### src/rtl/conv3x3_engine.sv
// ---------------------------------------------------------------------------
// conv3x3_engine
//
// Pipelined 3x3 convolution for the image-filter path. Takes a 9-pixel window
// from the line-buffer window generator and produces one filtered pixel for
// the output pixel FIFO.
//
// Features:
//   - Runtime-programmable signed 3x3 kernel.
//   - Programmable arithmetic right-shift normaliser.
//   - Clamp or abs-then-clamp output modes.
//   - Downstream backpressure.
//
// Pipeline (every stage advances only while i_ready=1):
//   - S1: 9 signed products.
//   - S2: signed sum of the products.
//   - S3: shift, mode and clamp; output registers.
//
// Optional build macro:
//   CONV_ROUND_EN - round half up before the shift. When undefined the shift
//                   truncates toward -inf and no rounding adder is built.
//
// Ports:
//   i_clk                   clock, rising edge
//   i_rst                   asynchronous reset, active-high
//   i_pixel_data            window; pixel k at [k*PIX_W +: PIX_W], k=0 top-left
//   i_pixel_data_valid      window valid, accepted when o_ready=1
//   o_ready                 upstream may present data (follows i_ready)
//   i_ready                 downstream accepts output
//   i_mode                  0 = clamp, 1 = |sum| then clamp
//   i_coef_wr               coefficient/config write strobe
//   i_coef_addr             0..8 kernel[k], 9 shift amount, 10..15 ignored
//   i_coef_data             write data
//   o_convolved_data        filtered pixel
//   o_convolved_data_valid  output valid
//   o_sum                   raw signed sum before the shift, aligned with output
// ---------------------------------------------------------------------------
module conv3x3_engine #(
  parameter  int PIX_W  = 8,
  parameter  int COEF_W = 8,
  localparam int PROD_W = PIX_W + COEF_W + 1,
  localparam int SUM_W  = PROD_W + 4
) (
  input  logic                    i_clk,
  input  logic                    i_rst,
  input  logic [9*PIX_W-1:0]      i_pixel_data,
  input  logic                    i_pixel_data_valid,
  output logic                    o_ready,
  input  logic                    i_ready,
  input  logic                    i_mode,
  input  logic                    i_coef_wr,
  input  logic [3:0]              i_coef_addr,
  input  logic [COEF_W-1:0]       i_coef_data,
  output logic [PIX_W-1:0]        o_convolved_data,
  output logic                    o_convolved_data_valid,
  output logic signed [SUM_W-1:0] o_sum
);

  localparam logic signed [SUM_W-1:0] PIX_MAX = SUM_W'((1 << PIX_W) - 1);

  logic signed [COEF_W-1:0] kernel [9];
  logic [3:0]               shift;

  // Backpressure is passed straight through: a frozen pipeline cannot accept.
  assign o_ready = i_ready;

  // ---------------------------------------------------------------------------
  // Configuration registers. Writes are independent of i_ready.
  // ---------------------------------------------------------------------------
  always_ff @(posedge i_clk or posedge i_rst) begin
    if (i_rst) begin
      // NOTE: this small register file is reset on purpose, because the
      // kernel must come back as a known Laplacian. Large data memories would
      // normally be left without a reset.
      for (int k = 0; k < 9; k++)
        kernel[k] <= (k == 4) ? COEF_W'(8) : {COEF_W{1'b1}};
      shift <= '0;
    end else if (i_coef_wr) begin
      for (int k = 0; k < 9; k++)
        if (i_coef_addr == 4'(k)) kernel[k] <= i_coef_data;
      if (i_coef_addr == 4'd9) shift <= i_coef_data[3:0];
    end
  end

  // ---------------------------------------------------------------------------
  // S1: products.
  // The coefficient is sign-extended and the pixel is zero-extended to
  // PROD_W, which holds the full product including -2^(COEF_W-1) x max pixel.
  // ---------------------------------------------------------------------------
  logic signed [PROD_W-1:0] prod_c [9];
  logic signed [PROD_W-1:0] prod_r [9];
  logic                     v1;

  always_comb begin
    for (int k = 0; k < 9; k++)
      prod_c[k] = PROD_W'(kernel[k]) *
                  $signed(PROD_W'(i_pixel_data[k*PIX_W +: PIX_W]));
  end

  always_ff @(posedge i_clk or posedge i_rst) begin
    if (i_rst) begin
      v1 <= 1'b0;
      for (int k = 0; k < 9; k++) prod_r[k] <= '0;
    end else if (i_ready) begin
      // NOTE: sequential state uses non-blocking assignments, so every stage
      // samples the previous stage's value from before this edge.
      v1 <= i_pixel_data_valid;
      for (int k = 0; k < 9; k++) prod_r[k] <= prod_c[k];
    end
  end

  // ---------------------------------------------------------------------------
  // S2: exact sum of all nine products.
  // ---------------------------------------------------------------------------
  logic signed [SUM_W-1:0] sum_c;
  logic signed [SUM_W-1:0] sum_r;
  logic                    v2;

  always_comb begin
    // NOTE: every combinational output gets a default first, which prevents
    // latch inference on any path.
    sum_c = '0;
    for (int k = 0; k < 9; k++) sum_c = sum_c + SUM_W'(prod_r[k]);
  end

  always_ff @(posedge i_clk or posedge i_rst) begin
    if (i_rst) begin
      v2    <= 1'b0;
      sum_r <= '0;
    end else if (i_ready) begin
      v2    <= v1;
      sum_r <= sum_c;
    end
  end

  // ---------------------------------------------------------------------------
  // S3: normalise, mode, clamp. Shift and mode are the live values here.
  // SUM_W has ample headroom, so the rounding addend cannot overflow.
  // ---------------------------------------------------------------------------
  logic signed [SUM_W-1:0] pre_shift;
  logic signed [SUM_W-1:0] shifted;
  logic signed [SUM_W-1:0] mag;
  logic [PIX_W-1:0]        pix_c;

`ifdef CONV_ROUND_EN
  logic signed [SUM_W-1:0] round_add;

  always_comb begin
    round_add = '0;
    if (shift != 4'd0) round_add[shift - 4'd1] = 1'b1;
    pre_shift = sum_r + round_add;
  end
`else
  assign pre_shift = sum_r;
`endif

  always_comb begin
    shifted = pre_shift >>> shift;
    mag     = (i_mode && shifted < 0) ? -shifted : shifted;
    if (mag < 0)
      pix_c = '0;
    else if (mag > PIX_MAX)
      pix_c = PIX_MAX[PIX_W-1:0];
    else
      pix_c = mag[PIX_W-1:0];
  end

  always_ff @(posedge i_clk or posedge i_rst) begin
    if (i_rst) begin
      o_convolved_data_valid <= 1'b0;
      o_convolved_data       <= '0;
      o_sum                  <= '0;
    end else if (i_ready) begin
      o_convolved_data_valid <= v2;
      o_convolved_data       <= pix_c;
      o_sum                  <= sum_r;
    end
  end

endmodule
### config.mk
export PLATFORM = sky130hd
export DESIGN_NAME = conv3x3_engine
export DESIGN_NICKNAME = d
export VERILOG_FILES = /design/src/rtl/conv3x3_engine.sv
export SDC_FILE = /design/constraint.sdc
export NUM_CORES = 2
export LEC_CHECK = 0
export ABC_AREA = 1
export BUFFER_PORTS_ARGS = -buffer_cell sky130_fd_sc_hd__buf_2
export CAP_MARGIN = 40
export CORE_MARGIN = 2
export CORE_UTILIZATION = 66
export CTS_BUF_LIST = sky130_fd_sc_hd__clkbuf_2
export DETAILED_ROUTE_END_ITERATION = 7
export MAX_ROUTING_LAYER = met4
export PLACE_DENSITY = 0.84
export SYNTH_ARGS = -nofsm -noshare
export SYNTH_HDL_FRONTEND = slang
export SYNTH_SLANG_ARGS = --single-unit
### constraint.sdc
create_clock -name i_clk -period 13.5 [get_ports i_clk]
set_clock_uncertainty 0.1 [all_clocks]
set_input_delay 2.7 -clock i_clk [delete_from_list [all_inputs] [get_ports i_clk]]
set_output_delay 2.7 -clock i_clk [all_outputs]
set_load 0.05 [all_outputs]
== Word-level counts from Yosys, hierarchy flattened ==
Cells that the tools add are included.
Cells by class
  add/subtract/negate cells: 9
  multipliers: 9
  order comparisons: 3
  equality and inequality tests: 9
  shift-type cells: 1
  muxes and demuxes: 3
  reduce and logical (&&, ||, !) cells: 12
Operator list (number)
  multiplier 8 x 9 -> 17 bit: 9
  adder 21 x 17 -> 21 bit: 4
  < comparator 21 x 1 -> 1 bit, second input constant: 2
  adder 20 x 17 -> 21 bit: 1
  greater-than comparator 21 x 9 -> 1 bit, second input constant: 1
  two-way mux 21 bit: 1
  negation 21 bit: 1
  >>> shifter 21 x 4 -> 21 bit: 1
  adder 19 x 17 -> 20 bit: 1
  AND reduction 2 bit: 10
  adder 18 x 17 -> 19 bit: 1
  adder 17 x 17 -> 18 bit: 1
  equality test 4 x 3 -> 1 bit, second input constant: 4
  two-way mux 8 bit: 2
  equality test 4 x 2 -> 1 bit, second input constant: 2
  equality test 4 bit, second input constant: 2
  equality test 4 x 1 -> 1 bit, second input constant: 1
  logical NOT 4 bit: 1
  logical AND 1 bit: 1
Storage, ports and cells
  register bits: 282
  input port bits: 90
  output and inout port bits: 31

== Depth between registers and ports, before layout ==
  depth in word-level cells: 8
  depth in mapped cells: 25

== Least setup slack after synthesis ==
Ideal clock, no wire load.
  path type: input to register
  from: input i_pixel_data[64]
  to: register prod_r[16] in the netlist's numbering
  arrival time: 6803 ps
  data required time: 13334 ps
  setup slack: 6531 ps
  stages: 21
  path through: clkbuf_1 or2_2 fa_1 fa_1 inv_1 fa_1 fa_1 ha_1 a21o_1 a31oi_1 nor2_1 o21ai_0 nand2_1 a21boi_0 o21ai_0 nand2_1 nand2_1 a21oi_1 or2_2 nand3_1 nand2_1
Between the ends
  word-level cells in the longest chain between the ends: 1
RTL lines
  start: declaration: RTL line 46  | input logic [9*PIX_W-1:0] i_pixel_data,
  multiplier 8 x 9 -> 17 bit: RTL line 96  | prod_c[k] = PROD_W'(kernel[k]) *
  end: declaration: RTL line 91  | logic signed [PROD_W-1:0] prod_r [9];
Every way passes these cells.
A chain may end at the register's enable or synchronous reset.

== Worst setup path in the final report ==
  from: input i_ready
  to: output o_ready
RTL lines
  start: declaration: RTL line 49  | input logic i_ready,
  end: declaration: RTL line 48  | output logic o_ready,
No word-level cell between the ends.

==> impl_metrics.toml <==
[cts]
clkLatencyLatePin_ns = 1.02
post_cts_buffers = 0
cts_sinks = 282
clockRootBuffer = "clkbuf_2"
path_clk_slew_ns = 0.08
cts_hold_buf = 0
max-clock-path-buffers = 3
htreeDepth = 3
ctsResizeCount = 0
tritoncts = "done"
cts_buffers = 78

[critical_path]
crit_path_top_delay_cell = "buf_4"
worstPathArrival_ns = 3.74
slowest_delay_ns = 0.63
end_kind = "output pin"
crit_path_cell_trace = "buf_4 -> buf_2"
critPathLaunchType = "input port"
crit_type = "input port to output pin"
critPathRequiredTime_ns = 10.70
crit_buf_inv = 2
path_delay_family = "buffers and inverters"
cp_max_fo = 81

[floorplan]
num_io_pins = 121
coreArea_um2 = 53700
die_x_um = 237
fp.dieH_um = 237
die_area_um2 = 56100
rows = 85
start_util_pct = 66.6

[timing]
worst_pin_slew_ns = 0.896
setup_tns_ns = 0
maxSlewViolCount = 0
hold-worst-slack_ns = 0.372
slew_headroom_pct = 40.3
rsz0062_at_grt = "false"
period_share_pct = 48.4
fin_crit_ns = 6.54
final.setup.worst_slack_ns = 6.97
fmax_ghz = 0.153
setup_viol = 0
hold_viol = 0

[placed_design]
portBuffers = 120
dp_slack_ns = 6.17
place.gp.congestion = 0.966
dp_hpwl_mm = 69.4

[logic_synthesis]
synth-compound-area-share_pct = 7.07
ys_seq_area_share_pct = 19.9
netlist_area_um2 = 35800
muxShareOfSynthArea_pct = 0
synthAdderAreaFrac_pct = 39.7
synthSimpleGateAreaFrac_pct = 17.2
synth_cells = 4526
synth-xor-area-share_pct = 1.88
synth_top_area_share_pct = 25.4
synth_area_leaders = "fa_1 (25%), dfrtp_1 (15%), ha_1 (14%)"
yosysTopAreaCell = "fa_1"
synth_top_family_by_area = "adder cells"
syn-num-nets = 5480
synth_seq_cells = 282
yosys.cell_types.count = 41
yosysWarnings = 0
syn_area_per_cell_um2 = 7.91

[final_layout]
syn_to_final_growth_pct = 4.75
mostFrequentLayoutCell = "nand2_1"
mostFrequentLayoutCells = "nand2_1 (1131), inv_1 (1122), fa_1 (455)"
n_fill_cell = 4196
drive_above_1_share_pct = 8.88
nNetsFinal = 5485

[global_route]
antenna_found_initial = 7
grt_pass1_wl_mm = 142
first_global_vias = 28900
grtUsageTotal_pct = 32.9
grt-ovfl-total = 0
grt_max_degree = 154

[drt]
drt-wirelength-per-cell_um = 16.2
post-route-drc-count = 0
initialDrtViolationCount = 1871
vias = 28300
vias_per_cell = 5.34
wl_mm = 85.7
dr.pass1.iters = 6
ant_nets = 0

[run]
maxCapViolCount = 0

[min_path]
hold_path_class = "flip-flop to flip-flop"

[run_status]
status = "finished, final reports clean"
==> cells in the mapped netlist, drive strengths merged <==
library cell / instances
xnor2: 34
nor2: 101
a21oi: 99
and2: 9
buf: 16
nor3: 12
o221ai: 10
nand3b: 4
or2: 63
o31ai: 8
o21bai: 18
ha: 409
a21boi: 2
xor2: 43
dfstp: 65
fa: 455
nand2: 1141
o22ai: 5
clkinv: 2
o211ai: 9
nand4: 16
inv: 1127
nor3b: 1
nand3: 160
a21o: 30
o21ai: 263
a31oi: 12
dfrtp: 217
clkbuf: 193
a211oi: 2
==> layout make-up <==
| class | count | area, um^2 | area share (%) |
|---|---|---|---|
| antenna | 7 | 17.5 | 0.0467 |
| timing repair buffer | 134 | 863 | 2.30 |
| sequential | 282 | 7140 | 19.0 |
| clock buffer | 112 | 561 | 1.50 |
| tap | 696 | 871 | 2.32 |
| multi-input combinational | 2906 | 23600 | 62.9 |
| clock inverter | 22 | 193 | 0.514 |
| inverter | 1129 | 4250 | 11.3 |
==> per-layer routing <==
layer / routed length (um) / vias up / share of wire [%] / track usage (%)
met5: 0 / - / 0 / -
met4: 4400 / 0 / 5.1 / 15.8
met3: 5270 / 203 / 6.2 / 5.67
met2: 40600 / 949 / 47 / 52.6
met1: 35400 / 13600 / 41 / 41.0
li1: - / 13500 / - / -
==> per-stage QoR <==
stage                     std cells  utilization [%]  instance area [um^2]
after floorplan                4526                -                 35800
after CTS                      5281             69.8                 37500
after detailed placement       5147             68.4                 36700
final                          5288             69.8                 37500
after global routing           5287             69.8                 37500
after global placement         5138             68.0                 36500
==> cells by family after synthesis <==
| kind of cell | after synthesis |
|---|---|
| compound gates | 458 |
| flops | 282 |
| xor+xnor | 77 |
| buf+inv | 1338 |
| fa+ha+maj | 864 |
| simple gates | 1507 |
==> flip-flops by register name, indices dropped and copies added (netlist names) <==
name                    flops
prod_r                    153
v1                          1
o_convolved_data_valid      1
shift                       4
pre_shift                  21
v2                          1
o_sum                      21
kernel                     72
o_convolved_data            8
==> worst paths after layout <==
kind | startpoint | to | slack (ns) | cells past startpoint
max | i_ready | o_ready | 6.97 | 2
min | o_sum[11] | o_sum[11] | 0.37 | 2
max reg2reg | kernel[15] | prod_r[33] | 8.21 | 19
min reg2reg | o_sum[11] | o_sum[11] | 0.37 | 2
max in group asynchronous | i_rst | o_sum[8] | 10.71 | 3
min in group asynchronous | i_rst | prod_r[58] | 1.49 | 2
Power is left out: the tool's default activity adds up to more than one toggle a clock period on the data nets, which glitch-free logic cannot reach.
